`config.mk`:
```
export PLATFORM = sky130hd
export DESIGN_NAME = uart_rx_fsm
export DESIGN_NICKNAME = d
export VERILOG_FILES = /design/src/rtl/uart_rx_pkg.sv /design/src/rtl/uart_rx_par_calc.sv /design/src/rtl/uart_rx_fsm.sv
export SDC_FILE = /design/constraint.sdc
export NUM_CORES = 1
export LEC_CHECK = 0
export CAP_MARGIN = 20
export CELL_PAD_IN_SITES_DETAIL_PLACEMENT = 0
export CELL_PAD_IN_SITES_GLOBAL_PLACEMENT = 2
export CORE_ASPECT_RATIO = 2
export CORE_MARGIN = 3
export CORE_UTILIZATION = 26
export DETAILED_ROUTE_END_ITERATION = 8
export GPL_ROUTABILITY_DRIVEN = 0
export HOLD_SLACK_MARGIN = 0.1
export PLACE_DENSITY_LB_ADDON = 0.1
export SETUP_SLACK_MARGIN = 0.5
export SYNTH_ARGS = -nofsm -noshare
export SYNTH_HDL_FRONTEND = slang
export SYNTH_SLANG_ARGS = --single-unit
```
`constraint.sdc`:
```
create_clock -name CLK -period 1.7 [get_ports CLK]
set_input_delay 0.34 -clock CLK [delete_from_list [all_inputs] [get_ports CLK]]
set_output_delay 0.34 -clock CLK [all_outputs]
set_load 0.05 [all_outputs]
```
`src/rtl/uart_rx_pkg.sv`:
```
// Shared definitions for the UART receive frame controller: state encoding and parity sense.
package uart_rx_pkg;

    typedef logic [2:0] state_t;

    localparam state_t ST_IDLE   = 3'd0;
    localparam state_t ST_START  = 3'd1;
    localparam state_t ST_DATA   = 3'd2;
    localparam state_t ST_PARITY = 3'd3;
    localparam state_t ST_STOP   = 3'd4;

    localparam logic PAR_EVEN = 1'b0;
    localparam logic PAR_ODD  = 1'b1;

endpackage

```
`src/rtl/uart_rx_par_calc.sv`:
```
// Combinational expected parity bit for the assembled byte under the selected parity sense.
module uart_rx_par_calc
    import uart_rx_pkg::*;
#(
    parameter int DATA_WIDTH = 8
) (
    input  logic [DATA_WIDTH-1:0] data,
    input  logic                  par_typ,
    output logic                  par_bit
);

    // Even parity makes the total count of ones even; odd parity inverts that bit.
    assign par_bit = (par_typ == PAR_ODD) ? ~(^data) : (^data);

endmodule

```
`src/rtl/uart_rx_fsm.sv`:
```
// UART receive frame controller: start/data/parity/stop sequencing, byte assembly and status pulses.
// Optional UART_RX_ERR_STATUS_EN adds sticky error status bits with a clear input.
module uart_rx_fsm
    import uart_rx_pkg::*;
#(
    parameter int DATA_WIDTH = 8,
    parameter int PRESC_W    = 6,
    parameter int BIT_CNT_W  = 4
) (
    input  logic                  CLK,
    input  logic                  RST,
    input  logic                  RX_IN,
    input  logic                  PAR_EN,
    input  logic                  PAR_TYP,
    input  logic [PRESC_W-1:0]    Prescale,
    input  logic [PRESC_W-1:0]    edge_cnt,
    input  logic [BIT_CNT_W-1:0]  bit_cnt,
    input  logic                  sampled_bit,
`ifdef UART_RX_ERR_STATUS_EN
    input  logic                  err_clr,
    output logic [2:0]            err_status,
`endif
    output logic                  cnt_en,
    output logic                  dat_samp_en,
    output logic [DATA_WIDTH-1:0] P_DATA,
    output logic                  data_valid,
    output logic                  par_err,
    output logic                  stp_err,
    output logic                  strt_glitch
);

    state_t state;
    state_t next_state;
    logic   bit_end;
    logic   last_data;
    logic   exp_par;
    logic   par_flag;
    logic   dv_next;
    logic   pe_next;
    logic   se_next;
    logic   sg_next;

    assign bit_end   = (edge_cnt == (Prescale - PRESC_W'(1)));
    assign last_data = (bit_cnt == BIT_CNT_W'(DATA_WIDTH));

    uart_rx_par_calc #(
        .DATA_WIDTH(DATA_WIDTH)
    ) u_par_calc (
        .data    (P_DATA),
        .par_typ (PAR_TYP),
        .par_bit (exp_par)
    );

    always_ff @(posedge CLK or posedge RST) begin
        if (RST) begin
            state <= ST_IDLE;
        end else begin
            state <= next_state;
        end
    end

    always_comb begin
        next_state = state;
        case (state)
            ST_IDLE: begin
                if (!RX_IN) next_state = ST_START;
            end
            ST_START: begin
                if (bit_end) next_state = sampled_bit ? ST_IDLE : ST_DATA;
            end
            ST_DATA: begin
                if (bit_end && last_data) next_state = PAR_EN ? ST_PARITY : ST_STOP;
            end
            ST_PARITY: begin
                if (bit_end) next_state = ST_STOP;
            end
            ST_STOP: begin
                if (bit_end) next_state = ST_IDLE;
            end
            default: next_state = ST_IDLE;
        endcase
    end

    // Counter and sampler run for the whole frame; pulse requests are registered below.
    always_comb begin
        cnt_en      = (state != ST_IDLE);
        dat_samp_en = (state != ST_IDLE);
        sg_next     = (state == ST_START) && bit_end && sampled_bit;
        se_next     = (state == ST_STOP) && bit_end && !sampled_bit;
        pe_next     = (state == ST_STOP) && bit_end && par_flag;
        dv_next     = (state == ST_STOP) && bit_end && sampled_bit && !par_flag;
    end

    always_ff @(posedge CLK or posedge RST) begin
        if (RST) begin
            P_DATA      <= '0;
            par_flag    <= 1'b0;
            data_valid  <= 1'b0;
            par_err     <= 1'b0;
            stp_err     <= 1'b0;
            strt_glitch <= 1'b0;
        end else begin
            data_valid  <= dv_next;
            par_err     <= pe_next;
            stp_err     <= se_next;
            strt_glitch <= sg_next;
            if ((state == ST_DATA) && bit_end) begin
                P_DATA <= {sampled_bit, P_DATA[DATA_WIDTH-1:1]};
            end
            if ((state == ST_PARITY) && bit_end && (sampled_bit != exp_par)) begin
                par_flag <= 1'b1;
            end else if ((state == ST_STOP) && bit_end) begin
                par_flag <= 1'b0;
            end
        end
    end

`ifdef UART_RX_ERR_STATUS_EN
    // A clear coinciding with a new error still leaves that error's bit set.
    always_ff @(posedge CLK or posedge RST) begin
        if (RST) begin
            err_status <= 3'b000;
        end else begin
            err_status <= (err_clr ? 3'b000 : err_status) | {sg_next, se_next, pe_next};
        end
    end
`endif

endmodule

```
==> results of run 1 <==
layer usage:
metal  share of wire, %  track usage (%)  vias to the layer above
met5                  0                0                        -
met2                 63            24.44                       25
li1                   -                -                      428
met1                 31            10.12                      418
met3                4.6            1.932                        2
met4               0.89            4.157                        0
metrics by stage:
stage                     power (uW)  util, %  hold WS (ns)
after floorplan                822.3        -        0.2537
after global placement          1025    40.48        0.5498
after detailed placement        1019    40.48        0.5500
after CTS                       1401    44.95        0.4033
after global routing            1524    46.20        0.4393
final                           1447    46.20        0.3941
kinds of logic after synthesis:
kind of cell	count (synthesis)
AO/OA/AOI/OAI	11
XOR/XNOR	15
multiplexers	8
AND/OR/NAND/NOR	31
adder cells (fa/ha/maj)	1
buffers and inverters	10
flip-flops	16
tightest hold or removal path: stages:
cell	delay [ns]
clkdlybuf4s50_1	0.40
inv_1	0.05
buf_4	0.23
final cells by class:
type	instances	area, um^2	share of cell area [%]
timing repair buffer	53	501.7	30.11
tap	49	61.31	3.679
clock buffer	4	55.05	3.303
sequential	16	400.4	24.02
multi-input combinational	66	623.1	37.39
inverter	6	25.02	1.502
state kept, by name (all words and copies together), names as in the netlist:
signal	flops
P_DATA	8
state	3
data_valid	1
par_err	1
par_flag	1
stp_err	1
strt_glitch	1
cell usage in the layout (no fill, tap or decap), drive strengths merged, types with 3 or more instances in the layout:
cell type	synthesis	layout
nor2b	3	3
xor2	6	6
dfrtp	16	16
inv	6	6
dlygate4sd2	0	5
nand4	3	3
xnor2	9	9
nor2	4	4
mux2	8	8
nor3	4	4
nand2	7	7
buf	2	36
clkdlybuf4s50	0	11
clkbuf	2	4
o21ai	3	3
worst paths after layout:
path | endpoint | cells after the start | from | slack (ns)
worst max-delay path | P_DATA[1]$_DFFE_PP0P_ | 6 | Prescale[1] | -0.07
worst min-delay path | stp_err$_DFF_PP0_ | 3 | RST | 0.39
worst max register to register | par_flag$_DFFE_PP0P_ | 5 | P_DATA[4]$_DFFE_PP0P_ | 0.31
worst min register to register | par_flag$_DFFE_PP0P_ | 2 | par_flag$_DFFE_PP0P_ | 0.55
max in group asynchronous | state[1]$_DFFE_PP0P_ | 3 | RST | 1.12
min in group CLK | par_flag$_DFFE_PP0P_ | 2 | par_flag$_DFFE_PP0P_ | 0.55
cell usage after synthesis, types with 2 or more instances:
cell type   n  share of area [%]
nor4_1      2                1.3
xnor2_1     9                8.0
nor2_1      4                1.5
xor2_1      6                5.4
inv_1       6                2.3
mux2_2      8                9.2
o21ai_0     2                1.0
nand2_1     7                2.7
nor3_1      4                2.0
clkbuf_1    2               0.77
dfrtp_1    16                 41
nor2b_1     3                1.9
o221ai_1    2                1.8
nand4_1     3                1.9
repair_timing:
item,CTS,global route
gates resized for setup,50,5
buffers inserted,2,4
endpoints found under the setup margin,26,26
hold buffers,0,0
pin swaps,10,6
power by group through the flow:
stage	combinational (uW)	clock (uW)	sequential, uW
floorplan	389	0	434
global placement	578	0	447
detailed placement	573	0	446
CTS	617	344	440
global route	710	368	446
finish	669	336	442
==> results.cfg, run 1 <==
[yosys]
yosysUniqueCellTypes = 32
synth-xor-area-share_pct = 13.41
yosys_warnings = 0
synthMuxAreaShare_pct = 9.195
synthSimpleGateAreaFrac_pct = 20.18
synth_top_family_by_area = simple AND/OR/NAND/NOR gates
syn-mean-instance-area_um2 = 10.65
synth_compound_area_share_pct = 10.09
synth_fa_ha_area_share_pct = 1.277
ys.flop_type = dfrtp_1
ys_async_sr_fraction_pct = 100.0
ys_seq_elements = 16
syn_inst = 92
syn_area_um2 = 979.7
syn_nets = 115
yosysSeqAreaShare_pct = 40.87
synth_edf_count = 0

[global_route]
grt_pass1_wl_mm = 4.091
grt_start_max_net_pins = 17
first_global_vias = 898
grt_usage_pct = 11.55
grt_overflow = 0
antenna_found_initial = 0

[sta]
hold_violations = 0
period_needed_ns = 1.773
fmax_mhz = 564.1
setup_tns_ns = -0.4233
slew_headroom_pct = 79.31
fin_ws_ns = -0.07265
finalCritPeriodShare_pct = 104.3
tightest_slew_ns = 0.3097
grt_setup_unrepaired = true
slew_violations = 0
finalSetupViolations = 9
skew_ns = 0.001753

[clock_tree]
cts_tree = built
cts_buffer_depth = 2
clk_latency_ns = 0.25
path_clk_slew_ns = 0.06
cts.sinks = 16
root_buffer = clkbuf_8
cts_buffers = 3
h-tree-depth = 1

[detailed_routing]
vias_per_cell = 4.500
wl_mm = 2.480
vias = 873
drtIter0Drc = 6
route.detailed.wl_per_inst_um = 12.78
drc = 0
ant_nets = 0
drt_pass1_iterations = 3

[floorplanning]
start_util_pct = 27.16
rows = 31
design.die.area_mm2 = 0.004585
ios = 36
core_mm2 = 0.003607
die_w_um = 49.41
die_h_um = 92.81

[power_and_ir_drop]
leakagePower_uw = 0.0007771
switching_share_pct = 33.41
pwr-share-comb_pct = 46.2
irDropWorstVdd_mv = 0.4558
power_density_mw_per_mm2 = 868.4
power_frac_clock_pct = 23.2
p_switching_uw = 483.4
intPower_uw = 963.8
seqPwrFrac_pct = 30.6

[place]
post-dp-hpwl_mm = 2.057
place_ws_ns = -0.7819
dpl_cell_area_mm2 = 0.001460
dpl.cell_count = 184
portBuffers = 35

[cells_and_area]
antenna_cells = 0
design_area_mm2 = 0.001667
finish.net_count = 169
final_cells = 194
fill_cells = 362
layout-drive-gt1-share_pct = 48.28
area.growth.synth_to_final_pct = 70.12

[setup_path]
crit_type = input pin to flip-flop
cpPeakStageDelay_ns = 0.53
critical_path.slowest_cell = or4_4
critPathBufInv = 1
worst-path-max-fanout = 8
cp_cell_sequence = buf_6, or4_4, o21ai_1, and4bb_2, nand4b_4, mux2_4
path_delay_family = simple AND/OR/NAND/NOR gates
required_ns = 1.83
arrival_ns = 1.91
startpoint_type = input pin
end_kind = flip-flop

[run_status]
failed_checks = setup timing
status = finished, violations left

[worst_hold_path]
hold_class = input pin to async pin

[flow_run]
cap_violations = 0
Power figures use the tool's default switching activity.
==> run 2: changes to the inputs <==
Settings changed: SKIP_CTS_REPAIR_TIMING set to 1.
==> results.cfg, run 2 (synthesis results as in run 1) <==
[run_status]
status = finished, violations left
failed_checks = setup timing

[clock_tree]
path_clk_slew_ns = 0.06
cts_tree = built
root_buffer = clkbuf_8
cts_buffer_depth = 2
h-tree-depth = 1
cts_buffers = 3
clk_latency_ns = 0.25
cts.sinks = 16

[power_and_ir_drop]
leakagePower_uw = 0.0008222
p_total_uw = 1453
power_density_mw_per_mm2 = 853.5
irDropWorstVdd_mv = 0.4573

[sta]
period_needed_ns = 1.784
finalCritPeriodShare_pct = 105.0
slew_headroom_pct = 79.07
grt_setup_unrepaired = true
fmax_mhz = 560.4
tightest_slew_ns = 0.3107
hold_slack_ns = 0.3940
hold_violations = 0
fin_ws_ns = -0.08434
skew_ns = 0.001701
finalSetupViolations = 10
slew_violations = 0

[global_route]
first_global_vias = 861
grt_usage_pct = 10.85
grt_overflow = 0
grt_start_max_net_pins = 17
antenna_found_initial = 0
grt_pass1_wl_mm = 3.815

[worst_hold_path]
hold_class = input pin to async pin

[detailed_routing]
wl_mm = 2.542
wl_met1_um = 793
dr_wl_met2_mm = 1.611
drtIter0Drc = 9
drt_pass1_iterations = 3
ant_nets = 0
vias = 866
dr.max_layer_used = met4
route.detailed.wl_per_inst_um = 13.17
met3_length_um = 115
drc = 0
vias_per_cell = 4.487

[setup_path]
crit_type = input pin to flip-flop
worst-path-max-fanout = 8
end_kind = flip-flop
crit_path_start = Prescale[0]
timing.rr.start = P_DATA[4]$_DFFE_PP0P_
arrival_ns = 1.92
startpoint_type = input pin
required_ns = 1.83

[place]
post-dp-hpwl_mm = 2.057
portBuffers = 35
dpl_cell_area_mm2 = 0.001460

[cells_and_area]
largest_register_ffs = 8
layout_common_cells = 19 x buf_4, 15 x dfrtp_1, 11 x clkdlybuf4s50_1, 11 x buf_6, 8 x xnor2_1
antenna_cells = 0
layout-drive-gt1-share_pct = 48.61
area.growth.synth_to_final_pct = 73.82
top_regs = P_DATA (8), state (3)
regMostFlops = P_DATA
finish.net_count = 168
design_area_mm2 = 0.001703
layout_commonest_cell = buf_4

[floorplanning]
start_util_pct = 27.16
rows = 31
die_w_um = 49.41
ios = 36
die_h_um = 92.81
design.die.area_mm2 = 0.004585
core_mm2 = 0.003607

[flow_run]
cap_violations = 0
==> run 2: per-layer routing <==
metal  vias to the layer above  track usage [%]
li1                        425                -
met1                       414            9.109
met2                        25            23.21
met3                         2            1.932
met4                         0            4.157
met5                         -                0
==> run 2: worst max-delay path: stages <==
cell	delay, ns
buf_6	0.09
or4_4	0.53
o21ai_1	0.14
and4bb_2	0.28
nand4b_4	0.19
mux2_4	0.34
==> run 2: power by group <==
group | internal [uW] | switching [uW]
Sequential | 407 | 34.8
Clock | 205 | 131
Combinational | 351 | 324
Total | 963 | 490
==> run 2: area by class of cell <==
| cell class | count | area [um^2] |
|---|---|---|
| fillers | 347 | 1904 |
| inverters | 6 | 25.02 |
| flip-flops and latches | 16 | 401.6 |
| multi-input cells | 66 | 635.6 |
| clock buffers | 4 | 55.05 |
| well taps | 49 | 61.31 |
| repair buffers | 52 | 524.3 |
==> run 2: stage by stage <==
step	utilization (%)	instances	setup WS (ns)	setup TNS, ns
final	47.21	193	-0.08434	-0.5422
after global routing	47.21	193	-0.1282	-1.018
after CTS	42.00	188	-0.5197	-7.537
after detailed placement	40.48	184	-0.7819	-11.71
after global placement	40.48	184	-0.7481	-11.22
after floorplan	-	92	-0.1895	-1.738
==> run 2: final timing paths <==
kind / end / slack [ns] / cells after the start
max: P_DATA[1]$_DFFE_PP0P_ / -0.08 / 6
min: stp_err$_DFF_PP0_ / 0.39 / 3
max reg2reg: par_flag$_DFFE_PP0P_ / 0.31 / 5
min reg2reg: par_flag$_DFFE_PP0P_ / 0.55 / 2
max in group asynchronous: P_DATA[5]$_DFFE_PP0P_ / 1.11 / 3
min in group CLK: par_flag$_DFFE_PP0P_ / 0.55 / 2
==> run 3: changes to the inputs <==
Settings changed: CORE_ASPECT_RATIO 2 to 0.8.
==> results.cfg, run 3 (synthesis results as in run 1) <==
[floorplanning]
ios = 36
start_util_pct = 27.84
design.die.area_mm2 = 0.004545
die_w_um = 74.63
rows = 19
core_mm2 = 0.003518
die_h_um = 60.91

[sta]
slew_headroom_pct = 78.34
finalCritPeriodShare_pct = 105.3
finalSetupViolations = 11
period_needed_ns = 1.790
skew_ns = 0.0003817
tightest_slew_ns = 0.3242
fin_ws_ns = -0.09049
fmax_mhz = 558.5
hold_slack_ns = 0.4048
slew_violations = 0
grt_setup_unrepaired = true
hold_violations = 0

[clock_tree]
cts_buffer_depth = 2
root_buffer = clkbuf_8
path_clk_slew_ns = 0.06
clk_latency_ns = 0.24
cts.sinks = 16
h-tree-depth = 1
cts_tree = built
cts_buffers = 3

[detailed_routing]
vias_per_cell = 4.656
drt_pass1_iterations = 4
vias = 852
route.detailed.wl_per_inst_um = 11.88
ant_nets = 0
wl_mm = 2.174
drc = 0
drtIter0Drc = 33

[global_route]
grt_usage_pct = 9.986
first_global_vias = 779
met3_usage_pct = 1.490
grt_pass1_wl_mm = 3.429
grt.busiest_layer = met2
grt_start_max_net_pins = 17
met1_usage_pct = 13.04
grt_overflow = 0
met2_usage_pct = 16.02
antenna_found_initial = 0

[cells_and_area]
seqCellArea_um2 = 401.6
multi_input_area_um2 = 610.6
largest_register_ffs = 8
layout_commonest_cell = buf_4
regMostFlops = P_DATA
final_cells = 183
finish.net_count = 166
area.growth.synth_to_final_pct = 66.67
layout_common_cells = 18 x buf_4, 15 x dfrtp_1, 11 x buf_6
antenna_cells = 0
top_regs = P_DATA (8), state (3)
fill_cells = 335
layout-drive-gt1-share_pct = 45.39

[setup_path]
rrSetupSlack_ns = 0.25
required_ns = 1.83
arrival_ns = 1.92
worst-path-max-fanout = 8
startpoint_type = input pin
end_kind = flip-flop
crit_type = input pin to flip-flop
reg2regPathDepth = 3

[run_status]
status = finished, violations left
failed_checks = setup timing

[worst_hold_path]
hold_class = input pin to async pin

[power_and_ir_drop]
leakagePower_uw = 0.0008075
irDropWorstVdd_mv = 0.4127
power_density_mw_per_mm2 = 830.4

[flow_run]
cap_violations = 0

[place]
dpl.cell_count = 176
post-dp-hpwl_mm = 1.750
place_ws_ns = -0.7495
portBuffers = 35
## run 3: critical path, stage by stage
cell and delay, ns:
buf_6 0.09, or4_4 0.53, o21ai_1 0.13, and4bb_2 0.28, nand4b_4 0.19, mux2_4 0.34
## run 3: final timing paths
check	startpoint	endpoint
setup reg to reg	state[2]$_DFFE_PP0P_	P_DATA[0]$_DFFE_PP0P_
setup / recovery	Prescale[1]	P_DATA[0]$_DFFE_PP0P_
hold / removal	RST	stp_err$_DFF_PP0_
hold reg to reg	state[2]$_DFFE_PP0P_	state[1]$_DFFE_PP0P_
min in group CLK	state[2]$_DFFE_PP0P_	state[1]$_DFFE_PP0P_
max in group asynchronous	RST	state[0]$_DFFE_PP0P_
## run 3: layout make-up
cell class              count  share of cell area [%]
inverters                   6                   1.379
well taps                  42                   3.218
flip-flops and latches     16                   24.60
multi-input cells          66                   37.39
repair buffers             50                   30.88
clock buffers               3                   2.529
## run 3: where the power goes
part	switching, uW	internal (uW)
combinational	297	334
sequential	44.9	410
clock	114	157
## run 3: layer usage
metal / vias up / share of wire [%] / wire length (um)
li1: 425 / - / -
met2: 24 / 47 / 1021
met5: - / 0 / 0
met1: 399 / 47 / 1028
met3: 4 / 4.0 / 87
met4: 0 / 1.7 / 37
## run 3: metrics by stage
stage          setup TNS (ns)  utilization [%]  power, uW  cell area [um^2]
4_1_cts                -7.394            42.21       1270              1485
2_1_floorplan          -1.738                -      822.3              1013
3_3_place_gp           -10.58            41.04      997.2              1444
6_report              -0.6414            46.41       1356              1633
5_1_grt                -1.573            46.41       1426              1633
3_5_place_dp           -11.37            41.04      992.7              1444
==> patch 1 (config.mk and constraints of run 1) <==
Build with the macro `UART_RX_ERR_STATUS_EN` defined.
--- a/src/rtl/uart_rx_fsm.sv
+++ b/src/rtl/uart_rx_fsm.sv
@@ -2,2 +2,4 @@
 // Optional UART_RX_ERR_STATUS_EN adds sticky error status bits with a clear input.
+`define UART_RX_ERR_STATUS_EN
+
 module uart_rx_fsm
Interface: changed (added err_clr and err_status); port bits go from 36 to 40. The function was not compared with the original's and may differ.
==> patch 1 against run 1 <==
The run still ends with setup timing left; area after synthesis increased by 14%; routed wire length increased by 16%; core utilization decreased by 0.60 points; total power decreased by 3.3%; cell area increased by 13%; worst setup slack improved by 0.016 ns; sequential cell count increased by 3; die area increased by 12%; largest power group unchanged; highest routed layer unchanged.
==> patch 1: results (changes against run 1) <==
post-route setup TNS: -0.305 ns (+0.118 ns)
Relative slew margins: 0.796 (+0.00295)
Fillers: 414 (+14%)
Final setup violation count: 10 (+1)
Final Hold Viols: 0 (unchanged)
Setup Skew: 0.00300 ns (+0.00124 ns)
Logic inverters: 9 (+3)
First DRT Iteration DRCs: 12 (+6)
CTS root buffer: clkbuf_8
final WL: 2870 um (+16%)
post-synthesis cell count: 101 (+9.8%)
syn_area_per_cell: 11.0 um2 (+3.7%)
vias: 970 (+11%)
vias in the first global route: 1,052 (+17%)
number of distinct library cells after synthesis: 35 (+9.4%)
Multi-input gate area: 731 um2 (+17%)
Leakage: 0.886 nW (+14%)
initial antenna violation count: 0 (unchanged)
GR Util All Layers: 0.124 (+0.00866)
Non-clock buffering overhead: 0.279 (-0.0220)
top flop regs: P_DATA x8, err_status x3, state x3
Post-synth top cells: 19 x dfrtp_1, 9 x inv_1, 8 x mux2_2, 8 x xnor2_1, 6 x nor3_1
Worst path slowest cell: or4_4
VDD IR max: 618 uV (+36%)
Ys Warns: 0 (unchanged)
asr flop ratio synth: 1.00 (unchanged)
number of diodes: 0 (unchanged)
placed insts: 198 (+7.6%)
sequential area share after synthesis: 0.426 (+0.0178)
largest cells by area after synthesis: dfrtp_1 43%, mux2_2 8.1%, xnor2_1 6.3%
worst slack at placement: -0.848 ns (-0.0661 ns)
failing checks: setup timing
layout net count: 182 (+7.7%)
# port buffers: 39 (+11%)
drt first pass iters: 3 (unchanged)
Clock Network Area Fraction: 0.0239 (-0.00911)
CP max FO: 8 (unchanged)
Post-DP Area: 1610 um2 (+10%)
outcome: finished with violations
largest net degree at the start of global routing: 20 (+3)
Yosys reg bits: 19 (+3)
clk_lat worst skew: 0.25 ns (about the same)
final instance area: 1880 um2 (+13%)
critical path's largest stage delay: 0.54 ns
Mapped Nets: 125 (+8.7%)
#MultiIn Comb: 71 (+7.6%)
WL per Instance: 13.7 um (+7.5%)
CTS Buf Count: 3 (unchanged)
bufs w/o clock: 54 (+1.9%)
Final WS setup: -0.0570 ns (+0.0156 ns)
share of cells above drive strength 1: 0.478 (-0.00505)
first-pass GRT wire length: 4700 um (+15%)
CTS Buffer Depth: 2 (unchanged)
register area: 478 um2 (+19%)
Post-DP HPWL: 2390 um (+16%)
[patch 1: changes by cell type in the layout (fill, tap and decap cells not counted), moves of 3 or more]
cell / change
inv_1: +3
dlygate4sd2_1: +3
o32ai_2: +3
clkdlybuf4s50_1: -3
a21oi_1: +3
[patch 1: cells by family (layout without fill, tap and decap cells)]
kind of cell,Yosys count,in the layout,synth area share
buf+inv,11,67,0.0471
flops,19,19,0.426
mux,9,9,0.0898
xor+xnor,14,14,0.122
simple gates,32,32,0.192
fa+ha+maj,1,1,0.0112
compound gates,15,15,0.111
[patch 1: path summary, 6_finish.rpt]
check,from,end,slack [ns],depth (start not counted)
worst min-delay path,RST,err_status[0],0.41,3
worst max register to register,P_DATA[6],par_flag,0.04,5
min in group CLK,par_flag,data_valid,0.48,1
worst max-delay path,Prescale[3],P_DATA[3],-0.06,6
max in group asynchronous,RST,P_DATA[1],1.08,3
worst min register to register,par_flag,data_valid,0.48,1
[patch 1: power breakdown]
part	total [mW]	leakage (nW)	internal [mW]	switching, mW
clock network	0.304	0.0228	0.166	0.137
logic	0.570	0.611	0.280	0.290
registers	0.526	0.252	0.473	0.0525
total	1.40	0.886	0.919	0.480
[patch 1: per-layer routing]
metal,GRT usage,up-vias,share of wire
met3,0.0106,4,0.038
met2,0.262,27,0.65
li1,-,470,-
met1,0.100,469,0.29
met5,0,-,0
met4,0.0591,0,0.018
[patch 1: worst max-delay path: cells and delay by family]
kind            cells  cell delay [ns]
buf+inv             1             0.09
mux                 1             0.34
simple gates        3             1.00
compound gates      1             0.13
[patch 1: what timing repair did]
action,4_1_cts,5_1_grt
hold buffers,0,0
setup endpoints to repair,29,30
pin swaps,18,8
resized for setup,53,15
setup buffers,5,2
==> patch 2 (settings of run 1) <==
Without the edit above. Register the output `cnt_en`; this adds one clock of latency there. The other outputs are not delayed to match.
--- a/src/rtl/uart_rx_fsm.sv
+++ b/src/rtl/uart_rx_fsm.sv
@@ -30,2 +30,4 @@
 );
+
+    logic cnt_en_d;
 
@@ -85,3 +87,3 @@
     always_comb begin
-        cnt_en      = (state != ST_IDLE);
+        cnt_en_d    = (state != ST_IDLE);
         dat_samp_en = (state != ST_IDLE);
@@ -128,2 +130,6 @@
 
+    always_ff @(posedge CLK) begin
+        cnt_en <= cnt_en_d;
+    end
+
 endmodule
Behaviour: not the same (Yosys sat finds a counterexample within 4 cycles, from zero or initial values and one cycle with RST high).
==> patch 2 against run 1 <==
Largest cell class unchanged; the run still ends with setup timing left; combinational power decreased by 19%; worst setup slack got worse by 0.31 ns; largest power group unchanged; routed wire length down 6.4%; area after synthesis decreased by 1.7%; cell area decreased by 0.15%; sequential cell count is 1 higher; non-clock buffer count rose by 6; highest routed layer unchanged; total power is 8.3% lower.
==> patch 2: results (changes against run 1) <==
outcome: finished with violations
failing checks: setup timing
Worst Setup SP: Prescale[3]
CTS Buffer Depth: 2 (unchanged)
layout net count: 172 (+1.8%)
worst slack at placement: -1.03 ns (-0.248 ns)
Post-synth top cells: 16 x dfrtp_1, 12 x xnor2_1, 9 x mux2_2
Post-DP HPWL: 1950 um (-5.2%)
drt first pass iters: 3 (unchanged)
met3 routed WL: 90 um (-22%)
number of diodes: 0 (unchanged)
Mapped Nets: 108 (-6.1%)
initial antenna violation count: 0 (unchanged)
R2R Path Start: P_DATA[3]
VDD IR max: 474 uV (+3.9%)
Metal-1 WL: 717 um (-7.0%)
Setup Skew: 0.00231 ns (+0.000557 ns)
Leakage: 0.777 nW (about the same)
asr flop ratio synth: 0.941 (-0.0588)
R2R Setup Slk: 0.05 ns (-0.26 ns)
met2 routed WL: 1490 um (-5.3%)
first-pass GRT wire length: 3970 um (-2.9%)
largest cells by area after synthesis: dfrtp_1 42%, xnor2_1 11%, mux2_2 11%
final instance area: 1660 um2 (-0.15%)
Final setup violation count: 16 (+7)
CTS root buffer: clkbuf_8
sequential area share after synthesis: 0.436 (+0.0277)
Post-DP Area: 1470 um2 (+0.86%)
final WL: 2320 um (-6.4%)
largest net degree at the start of global routing: 17 (unchanged)
WHS: 0.402 ns (+0.00785 ns)
GR Util All Layers: 0.114 (-0.00129)
vias in the first global route: 934 (+4.0%)
Worst EP arrival: 2.22 ns (+0.31 ns)
share of cells above drive strength 1: 0.446 (-0.0368)
Fillers: 345 (-4.7%)
Final WS setup: -0.381 ns (-0.308 ns)
vias: 852 (-2.4%)
## patch 2: metal layers
layer  track usage  vias up
li1              -      428
met1        0.0907      401
met2         0.247       21
met3        0.0163        2
met4        0.0570        0
met5             0        -
## patch 2: report_power, final
group | switching, mW | total, mW | internal, mW
clock network | 0.129 | 0.295 | 0.166
registers | 0.0383 | 0.491 | 0.453
logic | 0.272 | 0.541 | 0.269
## patch 2: cell type report
| type | instances | area share |
|---|---|---|
| clock buffer | 4 | 0.0271 |
| sequential | 17 | 0.253 |
| inverter | 5 | 0.0113 |
| multi-input combinational | 63 | 0.342 |
| tap | 48 | 0.0361 |
| timing repair buffer | 59 | 0.330 |
## patch 2: metrics by stage
step	instances	TNS (ns)
2_1_floorplan	85	-7.44
3_3_place_gp	184	-14.73
3_5_place_dp	184	-15.54
4_1_cts	192	-7.30
5_1_grt	196	-6.42
6_report	196	-5.34
## patch 2: kinds of logic after synthesis
logic type                 Yosys count  synth area share
DFF                                 17             0.436
and+or+nand+nor                     28             0.187
adders and majority gates            1            0.0130
buffers and inverters                5            0.0195
xor gates and xnor gates            14             0.142
muxes                                9             0.105
AOI/OAI and AO/OA                   11            0.0974
## patch 2: how the worst max path moves through the flow
| stage | to | depth (start not counted) | slack, ns |
|---|---|---|---|
| after detailed placement | state[2] | 7 | -1.03 |
| after floorplan | state[2] | 5 | -0.61 |
| after global placement | state[2] | 7 | -0.98 |
| after CTS | P_DATA[0] | 7 | -0.50 |
| final | P_DATA[0] | 7 | -0.38 |
| after global routing | P_DATA[0] | 7 | -0.44 |
## patch 2: timing repair
item	4_1_cts	5_1_grt
gates resized for setup	34	7
setup endpoints to repair	25	25
pin swaps	7	4
buffers inserted	4	4
## patch 2: critical path: stages
cell and delay [ns]:
buf_6 0.09, or4_4 0.53, or3_4 0.35, a2111oi_4 0.28, buf_4 0.18, nand3_4 0.12
mux2_4 0.32
